`config.mk`:
```
export PLATFORM = sky130hd
export DESIGN_NAME = character_drawer
export DESIGN_NICKNAME = d
export VERILOG_FILES = /design/src/rtl/character_drawer_pkg.sv /design/src/rtl/character_sprite_rom.sv /design/src/rtl/character_drawer.sv
export SDC_FILE = /design/constraint.sdc
export NUM_CORES = 1
export LEC_CHECK = 0
export ABC_CLOCK_PERIOD_IN_PS = 4000
export CAP_MARGIN = 15
export CORE_ASPECT_RATIO = 0.6
export CORE_UTILIZATION = 45
export DETAILED_ROUTE_END_ITERATION = 10
export DONT_BUFFER_PORTS = 1
export SYNTH_ARGS = -nofsm -noshare
export SYNTH_HDL_FRONTEND = slang
export SYNTH_SLANG_ARGS = --single-unit
export TNS_END_PERCENT = 5
```
`constraint.sdc`:
```
create_clock -name Clock -period 4 [get_ports Clock]
set_input_delay 1.2 -clock Clock [delete_from_list [all_inputs] [get_ports Clock]]
set_output_delay 1.2 -clock Clock [all_outputs]
set_load 0.05 [all_outputs]
```
`src/rtl/character_drawer_pkg.sv`:
```
// Shared encodings for the character movement FSM and the sprite drawer:
// lane/transition codes, screen geometry and the drawer state enum.
package character_drawer_pkg;

  localparam int SCREEN_W = 160;
  localparam int SCREEN_H = 120;
  localparam int COLOUR_W = 3;

  // 0..3 are settled lanes; 4..9 are in-flight moves between adjacent lanes
  typedef enum logic [3:0] {
    POS0 = 4'd0, POS1, POS2, POS3,
    T01  = 4'd4, T10, T12, T21, T23, T32
  } lane_state_e;

  typedef enum logic [1:0] {INIT, IDLE, ERASE, DRAW} drawer_state_e;

endpackage

```
`src/rtl/character_sprite_rom.sv`:
```
// 8x8 1-bit player bitmap, row-major, bit 7 is the leftmost pixel.
// Only built when CHAR_DRAW_SPRITE_EN is defined.
`ifdef CHAR_DRAW_SPRITE_EN
module character_sprite_rom (
  input  logic [2:0] row_i,
  input  logic [2:0] col_i,
  output logic       bit_o
);

  logic [7:0] row_bits;

  always_comb begin
    row_bits = 8'h00;
    case (row_i)
      3'd0: row_bits = 8'b0011_1100;
      3'd1: row_bits = 8'b0111_1110;
      3'd2: row_bits = 8'b1101_1011;
      3'd3: row_bits = 8'b1111_1111;
      3'd4: row_bits = 8'b1111_1111;
      3'd5: row_bits = 8'b0110_0110;
      3'd6: row_bits = 8'b0100_0010;
      3'd7: row_bits = 8'b1100_0011;
      default: row_bits = 8'h00;
    endcase
  end

  assign bit_o = row_bits[3'd7 - col_i];

endmodule
`endif

```
`src/rtl/character_drawer.sv`:
```
// Player sprite owner: on a settled-lane change, erases the old lane then draws the
// new one, one registered pixel per cycle. CHAR_DRAW_SPRITE_EN selects the bitmap sprite.
module character_drawer
  import character_drawer_pkg::*;
#(
  parameter int                  SPRITE_W   = 8,
  parameter int                  SPRITE_H   = 8,
  parameter int                  LANE_X0    = 20,
  parameter int                  LANE_PITCH = 40,
  parameter int                  Y_POS      = 100,
  parameter logic [COLOUR_W-1:0] FG_COLOUR  = 3'b111,
  parameter logic [COLOUR_W-1:0] BG_COLOUR  = 3'b000
) (
  input  logic                Clock,
  input  logic                Reset,
  input  logic [3:0]          CurrState,
  output logic [7:0]          X,
  output logic [6:0]          Y,
  output logic [COLOUR_W-1:0] Colour,
  output logic                Plot,
  output logic                Busy
);

  localparam int PXW = (SPRITE_W > 1) ? $clog2(SPRITE_W) : 1;
  localparam int PYW = (SPRITE_H > 1) ? $clog2(SPRITE_H) : 1;

  if ((LANE_X0 + 3*LANE_PITCH + SPRITE_W - 1 > SCREEN_W - 1) ||
      (Y_POS + SPRITE_H - 1 > SCREEN_H - 1)) begin : g_bad_geometry
    $error("character_drawer: sprite placement exceeds the 160x120 framebuffer");
  end

  drawer_state_e       state_q, state_d;
  logic [1:0]          drawn_q, drawn_d, target_q, target_d, pass_lane;
  logic [PXW-1:0]      px_q, px_d;
  logic [PYW-1:0]      py_q, py_d;
  logic [7:0]          x_q, x_d;
  logic [6:0]          y_q, y_d;
  logic [COLOUR_W-1:0] col_q, col_d, draw_col;
  logic                plot_q, plot_d, busy_q, busy_d;

`ifdef CHAR_DRAW_SPRITE_EN
  logic sprite_bit;
  character_sprite_rom u_rom (
    .row_i (3'(py_q)),
    .col_i (3'(px_q)),
    .bit_o (sprite_bit)
  );
  assign draw_col = sprite_bit ? FG_COLOUR : BG_COLOUR;
`else
  assign draw_col = FG_COLOUR;
`endif

  assign pass_lane = (state_q == ERASE) ? drawn_q : target_q;

  always_comb begin
    state_d  = state_q;
    drawn_d  = drawn_q;
    target_d = target_q;
    px_d     = px_q;
    py_d     = py_q;
    x_d      = x_q;
    y_d      = y_q;
    col_d    = col_q;
    plot_d   = 1'b0;
    busy_d   = 1'b0;
    case (state_q)
      INIT: begin
        target_d = 2'd0;
        px_d     = '0;
        py_d     = '0;
        state_d  = DRAW;
      end
      IDLE: begin
        // transition codes are ignored; only a settled, different lane triggers a move
        if (CurrState <= POS3 && CurrState[1:0] != drawn_q) begin
          target_d = CurrState[1:0];
          state_d  = ERASE;
        end
      end
      ERASE, DRAW: begin
        plot_d = 1'b1;
        busy_d = 1'b1;
        x_d    = 8'(LANE_X0) + 8'(pass_lane) * 8'(LANE_PITCH) + 8'(px_q);
        y_d    = 7'(Y_POS) + 7'(py_q);
        col_d  = (state_q == ERASE) ? BG_COLOUR : draw_col;
        if (px_q == PXW'(SPRITE_W - 1)) begin
          px_d = '0;
          if (py_q == PYW'(SPRITE_H - 1)) begin
            py_d = '0;
            if (state_q == ERASE) begin
              state_d = DRAW;
            end else begin
              drawn_d = target_q;
              state_d = IDLE;
            end
          end else begin
            py_d = py_q + 1'b1;
          end
        end else begin
          px_d = px_q + 1'b1;
        end
      end
      default: state_d = INIT;
    endcase
  end

  always_ff @(posedge Clock or posedge Reset) begin
    if (Reset) begin
      state_q  <= INIT;
      drawn_q  <= 2'd0;
      target_q <= 2'd0;
      px_q     <= '0;
      py_q     <= '0;
      x_q      <= '0;
      y_q      <= '0;
      col_q    <= '0;
      plot_q   <= 1'b0;
      busy_q   <= 1'b0;
    end else begin
      state_q  <= state_d;
      drawn_q  <= drawn_d;
      target_q <= target_d;
      px_q     <= px_d;
      py_q     <= py_d;
      x_q      <= x_d;
      y_q      <= y_d;
      col_q    <= col_d;
      plot_q   <= plot_d;
      busy_q   <= busy_d;
    end
  end

  assign X      = x_q;
  assign Y      = y_q;
  assign Colour = col_q;
  assign Plot   = plot_q;
  assign Busy   = busy_q;

endmodule
```
==> impl_metrics.env, run 1 <==
export IMPL_firstDrtPassIters=4
export IMPL_grt_max_degree=34
export IMPL_preCtsSetupSlack_ns=1.737
export IMPL_postSynthAreaPerCell_sq_um=11.04
export IMPL_final_cells=143
export IMPL_p_per_area_nw_per_um2=331.9
export IMPL_critical_path_required_ns=2.80
export IMPL_whs_path_depth=1
export IMPL_cp_start_kind="flip-flop"
export IMPL_yosys_warnings=0
export IMPL_clk_pin_slew_ns=0.10
export IMPL_cts_tree="built"
export IMPL_holdCritStartpoint="py_q[2]"
export IMPL_nets=123
export IMPL_antenna_found_initial=0
export IMPL_rrSetupSlack_ns=2.09
export IMPL_die_x_microns=70.28
export IMPL_diodes=0
export IMPL_synthCells=114
export IMPL_arrival_ns=1.21
export IMPL_period_needed_ns=2.415
export IMPL_maxSlewHeadroom_pct=40.65
export IMPL_setup_violations=0
export IMPL_multi_input_area_sq_um=501.7
export IMPL_fin_ws_ns=1.585
export IMPL_io_pins=26
export IMPL_rows=14
export IMPL_hold_buffers=0
export IMPL_num_vias=796
export IMPL_synthTopCellsByArea="dfrtp_1, mux2_2, ha_1"
export IMPL_tns_ns=0
export IMPL_totalWireLength_microns=2123
export IMPL_dieHeight_microns=42.97
export IMPL_grt_usage_pct=15.56
export IMPL_end_kind="output port"
export IMPL_drv_slew=0
export IMPL_worstSkewPairLatency_ns=0.27
export IMPL_synth_fp_nets=125
export IMPL_grt_pass1_vias=723
export IMPL_dp_cells=138
export IMPL_synthDistinctLibCells=33
export IMPL_root_buffer="clkbuf_8"
export IMPL_hp_class="reg -> reg"
export IMPL_p_leak_nw=0.6104
export IMPL_critical_path_class="reg -> out"
export IMPL_cts_repair_resize_count=0
export IMPL_fin_worst_skew_ns=0.006950
export IMPL_area_sequential_sq_um=675.6
export IMPL_outcome="finished clean"
export IMPL_start_util_pct=48.88
export IMPL_synth_top_area_cell="dfrtp_1"
export IMPL_fill_cells=241
export IMPL_drcViolationCount=0
export IMPL_r2r_worst_path_cells=5
export IMPL_drive_gt1_share_pct=15.32
export IMPL_drv_cap=0
export IMPL_seq_area_frac_synth_pct=53.68
export IMPL_numClockSinks=27
export IMPL_netlist_area_leader_share_pct=53.68
export IMPL_worstMarginPinSlew_ns=0.8903
export IMPL_crit_path_max_fanout=3
export IMPL_dieArea_sq_um=3019
export IMPL_vias_per_cell=5.566
export IMPL_gp_congestion=0.7224
export IMPL_cts_htree_levels=1
export IMPL_min_period_over_period_pct=60.36
export IMPL_io_buffer_count=0
export IMPL_grt_pass1_wl_microns=3512
export IMPL_rsz0062_at_grt="no"
export IMPL_dpl_instance_area_sq_um=1255
export IMPL_drtIter0Drc=33
export IMPL_rr_startpoint="state_q[0]"
export IMPL_core_sq_um=2575
export IMPL_clk_path_buf_depth=2
export IMPL_grt_ovfl_total=0
export IMPL_peakVddDrop_v=0.0001952
export IMPL_stdcell_area_sq_um=1331
export IMPL_min_delay_worst_endpoint="Y[2]"
export IMPL_cts_buffers=3
export IMPL_syn_to_final_growth_pct=5.766
export IMPL_syn_area_sq_um=1259
export IMPL_hpwlAfterDp_microns=1468
export IMPL_post_cts_buffers=0
export IMPL_r2r_end="X[3]"
export IMPL_max_freq_mhz=414.2
export IMPL_hold_violations=0
export IMPL_timing_hold_ws_ns=0.5035
export IMPL_post_drt_wl_per_cell_microns=14.85
export IMPL_ys_ff_latch=27
export IMPL_ant_nets=0
[per-layer routing]
metal	vias to the layer above	global-route usage [%]	routed length [microns]
met4	0	3.600	8
met5	-	0	0
met3	2	6.651	140
met2	23	20.76	846
met1	383	22.91	1127
li1	388	-	-
[cell type report]
cell class / instances / share of cell area (%)
flip-flops and latches: 27 / 50.75
multi-input cells: 71 / 37.69
repair buffers: 3 / 3.195
clock buffers: 3 / 3.101
well taps: 32 / 3.008
inverters: 6 / 1.692
clock inverters: 1 / 0.5639
[cell usage in the layout (no fill, tap or decap), types with 2 or more instances in the layout]
master,n
a21oi_1,3
a22o_1,2
buf_4,2
clkbuf_8,3
dfrtp_1,27
ha_1,5
inv_1,6
mux2_2,9
nand2_1,12
nand2b_1,3
nand3_1,2
nand3b_1,3
nor2_1,6
nor2b_1,2
nor3_1,2
o21ai_0,4
o22a_1,2
xor2_1,3
[registers in the layout, summed over array words and instances (netlist names)]
signal / flops
target_q: 2
py_q: 3
Colour: 1
drawn_q: 2
px_q: 3
Y: 5
Busy: 1
state_q: 2
X: 8
[worst max-delay path by stage]
stage	endpoint	from	cells past startpoint
6_report	Y[6]	Y[5]	0
5_1_grt	Y[5]	Y[5]	0
4_1_cts	Y[5]	Y[5]	0
3_5_place_dp	state_q[0]	CurrState[1]	4
3_3_place_gp	state_q[0]	CurrState[1]	4
2_1_floorplan	state_q[0]	CurrState[1]	4
[kinds of logic after synthesis]
family,synth area share [%]
XOR/XNOR,2.088
AO/OA/AOI/OAI,10.04
flip-flops,53.68
buffers and inverters,6.461
other,0.2979
adder cells (fa/ha/maj),4.970
multiplexers,8.847
AND/OR/NAND/NOR,13.62
[per-stage QoR]
step                      util [%]  power, mW
after floorplan                  -     0.2867
after global placement       48.74     0.2876
after detailed placement     48.74     0.2878
after CTS                    50.63     0.4454
after global routing         51.70     0.4624
final                        51.70     0.4418
[cells in the mapped netlist, drive strengths merged]
| master | number |
|---|---|
| nor2b | 2 |
| nand2 | 12 |
| inv | 6 |
| nor2 | 6 |
| o21ai | 4 |
| nand2b | 3 |
| ha | 5 |
| or4 | 1 |
| o22a | 2 |
| nor3 | 2 |
| a22o | 2 |
| dfrtp | 27 |
| nand3b | 3 |
| o2bb2ai | 1 |
| o211ai | 1 |
| a21oi | 3 |
| nand3 | 2 |
| mux2i | 1 |
| a32o | 1 |
| mux2 | 9 |
| o22ai | 1 |
| conb | 1 |
| o311ai | 1 |
| nand4 | 1 |
| or2 | 1 |
| nor4bb | 1 |
| a31oi | 1 |
| buf | 8 |
| xor2 | 3 |
| clkbuf | 2 |
| o221ai | 1 |
[report_power, final]
| part | switching (mW) | internal (mW) |
|---|---|---|
| combinational | 0.00879 | 0.00381 |
| sequential | 0 | 0.273 |
| clock | 0.0858 | 0.0707 |
| total | 0.0946 | 0.347 |
Note: power is estimated with default switching activity, not from simulation.
==> run 2, diff against run 1 <==
--- a/config.mk
+++ b/config.mk
@@ -5,7 +5,7 @@
 export SDC_FILE = /design/constraint.sdc
 export NUM_CORES = 1
 export LEC_CHECK = 0
-export ABC_CLOCK_PERIOD_IN_PS = 4000
+export ABC_CLOCK_PERIOD_IN_PS = 2410
 export CAP_MARGIN = 15
 export CORE_ASPECT_RATIO = 0.6
 export CORE_UTILIZATION = 45
==> constraint.sdc (replaced) <==
create_clock -name Clock -period 2.41 [get_ports Clock]
set_input_delay 0.723 -clock Clock [delete_from_list [all_inputs] [get_ports Clock]]
set_output_delay 0.723 -clock Clock [all_outputs]
set_load 0.05 [all_outputs]
==> run 2 against run 1 <==
Worst hold slack lost 0.33 ns. Critical path depth did not move. Core utilization shrank 0.58 points. Combinational power rose by 31%. Sequential power is 66% higher. Sequential share of layout area rose by 0.58 points. Die area unchanged. Total power rose by 64%. Via count fell by 3.4%. Count of clock-buffer cells in the layout unchanged. Cell area decreased by 1.1%. Setup slack worse by 1.1 ns.
==> impl_metrics.env, run 2 (same netlist as run 1, synthesis figures left out) <==
export IMPL_mostFrequentLayoutCell="dfrtp_1"
export IMPL_post_cts_buffers=0
export IMPL_io_pins=26
export IMPL_syn_to_final_growth_pct=4.572
export IMPL_rsz0062_at_grt="no"
export IMPL_grt_ovfl_total=0
export IMPL_dp_cells=140
export IMPL_die_x_microns=70.28
export IMPL_tns_ns=0
export IMPL_cts_buffers=3
export IMPL_gp_congestion=0.7387
export IMPL_period_needed_ns=1.927
export IMPL_p_per_area_nw_per_um2=548.9
export IMPL_vias_per_cell=5.340
export IMPL_num_vias=769
export IMPL_cts_tree="built"
export IMPL_post_route_util_pct=51.12
export IMPL_rr_startpoint="state_q[0]"
export IMPL_cts_htree_levels=1
export IMPL_crit_start="Y[5]"
export IMPL_pwr_share_seq_pct=62.6
export IMPL_drive_gt1_share_pct=16.07
export IMPL_comb_power_share_pct=2.3
export IMPL_area_sequential_sq_um=675.6
export IMPL_setup_violations=0
export IMPL_drv_slew=0
export IMPL_diodes=0
export IMPL_drtIter0Drc=33
export IMPL_io_buffer_count=0
export IMPL_critical_path_class="reg -> out"
export IMPL_cts_repair_resize_count=0
export IMPL_end_kind="output port"
export IMPL_core_sq_um=2575
export IMPL_multi_input_area_sq_um=501.7
export IMPL_crit_path_max_fanout=3
export IMPL_hp_class="in -> async"
export IMPL_drv_cap=0
export IMPL_min_period_over_period_pct=79.96
export IMPL_drcViolationCount=0
export IMPL_peakVddDrop_v=0.0003205
export IMPL_switchingPower_uw=151.3
export IMPL_outcome="finished clean"
export IMPL_final_cells=144
export IMPL_grt_pass1_vias=742
export IMPL_numClockSinks=27
export IMPL_timing_hold_ws_ns=0.1701
export IMPL_grt_max_degree=34
export IMPL_grt_pass1_wl_microns=3657
export IMPL_finalPower_uw=722.6
export IMPL_totalWireLength_microns=2094
export IMPL_largest_reg_flops=8
export IMPL_worstSkewPairLatency_ns=0.27
export IMPL_worstMarginPinSlew_ns=0.8830
export IMPL_fill_cells=234
export IMPL_dieHeight_microns=42.97
export IMPL_p_int_uw=571.3
export IMPL_maxSlewHeadroom_pct=41.14
export IMPL_cp_start_kind="flip-flop"
export IMPL_hold_violations=0
export IMPL_p_leak_nw=0.6104
export IMPL_grt_usage_pct=16.41
export IMPL_clk_path_buf_depth=2
export IMPL_antenna_found_initial=0
export IMPL_switching_share_pct=20.94
export IMPL_nets=124
export IMPL_root_buffer="clkbuf_8"
export IMPL_start_util_pct=48.88
export IMPL_arrival_ns=1.20
export IMPL_fin_worst_skew_ns=0.002195
export IMPL_rows=14
export IMPL_mostFrequentLayoutCells="dfrtp_1, nand2_1, mux2_2"
export IMPL_critical_path_required_ns=1.69
export IMPL_ant_nets=0
export IMPL_hpwlAfterDp_microns=1504
export IMPL_rrSetupSlack_ns=0.63
export IMPL_max_freq_mhz=518.9
export IMPL_clk_pin_slew_ns=0.09
export IMPL_clkPwrFrac_pct=35.1
export IMPL_dieArea_sq_um=3019
export IMPL_post_drt_wl_per_cell_microns=14.54
export IMPL_hold_buffers=0
export IMPL_firstDrtPassIters=6
-- run 2: changes by cell type in the layout (fill, tap and decap cells not counted) --
cell and change:
buf_16 -1, buf_4 +2, clkinv_2 +1, clkinvlp_4 -1
-- run 2: through the flow --
step | worst slack [ns] | instance area, sq um
floorplan | 0.6953 | 1259
global placement | 0.6520 | 1270
detailed placement | 0.6399 | 1270
CTS | 0.4671 | 1316
global route | 0.4244 | 1316
finish | 0.4830 | 1316
-- run 2: routing by layer --
| layer | share of wire [%] | wire (microns) | track usage (%) | up-vias |
|---|---|---|---|---|
| li1 | - | - | - | 386 |
| met1 | 55 | 1162 | 23.66 | 363 |
| met2 | 38 | 792 | 21.90 | 18 |
| met3 | 6.3 | 131 | 7.363 | 2 |
| met4 | 0.38 | 8 | 4.800 | 0 |
| met5 | 0 | 0 | 0 | - |
-- run 2: power by group through the flow --
stage / registers (mW) / clock network (mW) / logic, mW
3_5_place_dp: 0.462 / 0 / 0.0172
3_3_place_gp: 0.462 / 0 / 0.0169
2_1_floorplan: 0.462 / 0 / 0.0142
4_1_cts: 0.453 / 0.265 / 0.0173
6_report: 0.453 / 0.254 / 0.0165
5_1_grt: 0.453 / 0.291 / 0.0195
-- run 2: area by class of cell --
type                            instances  area share [%]
Clock buffer                            3           3.137
Sequential cell                        27           51.33
Inverter                                6           1.711
Timing Repair Buffer                    4           2.281
Multi-Input combinational cell         71           38.12
Tap cell                               32           3.042
Clock inverter                          1          0.3802
-- run 2: final timing paths --
check	endpoint	cells after the start
max	Y[6]	0
min in group Clock	Y[2]	1
min reg2reg	Y[2]	1
max reg2reg	X[3]	5
min	Y[5]	1
max in group asynchronous	py_q[1]	2
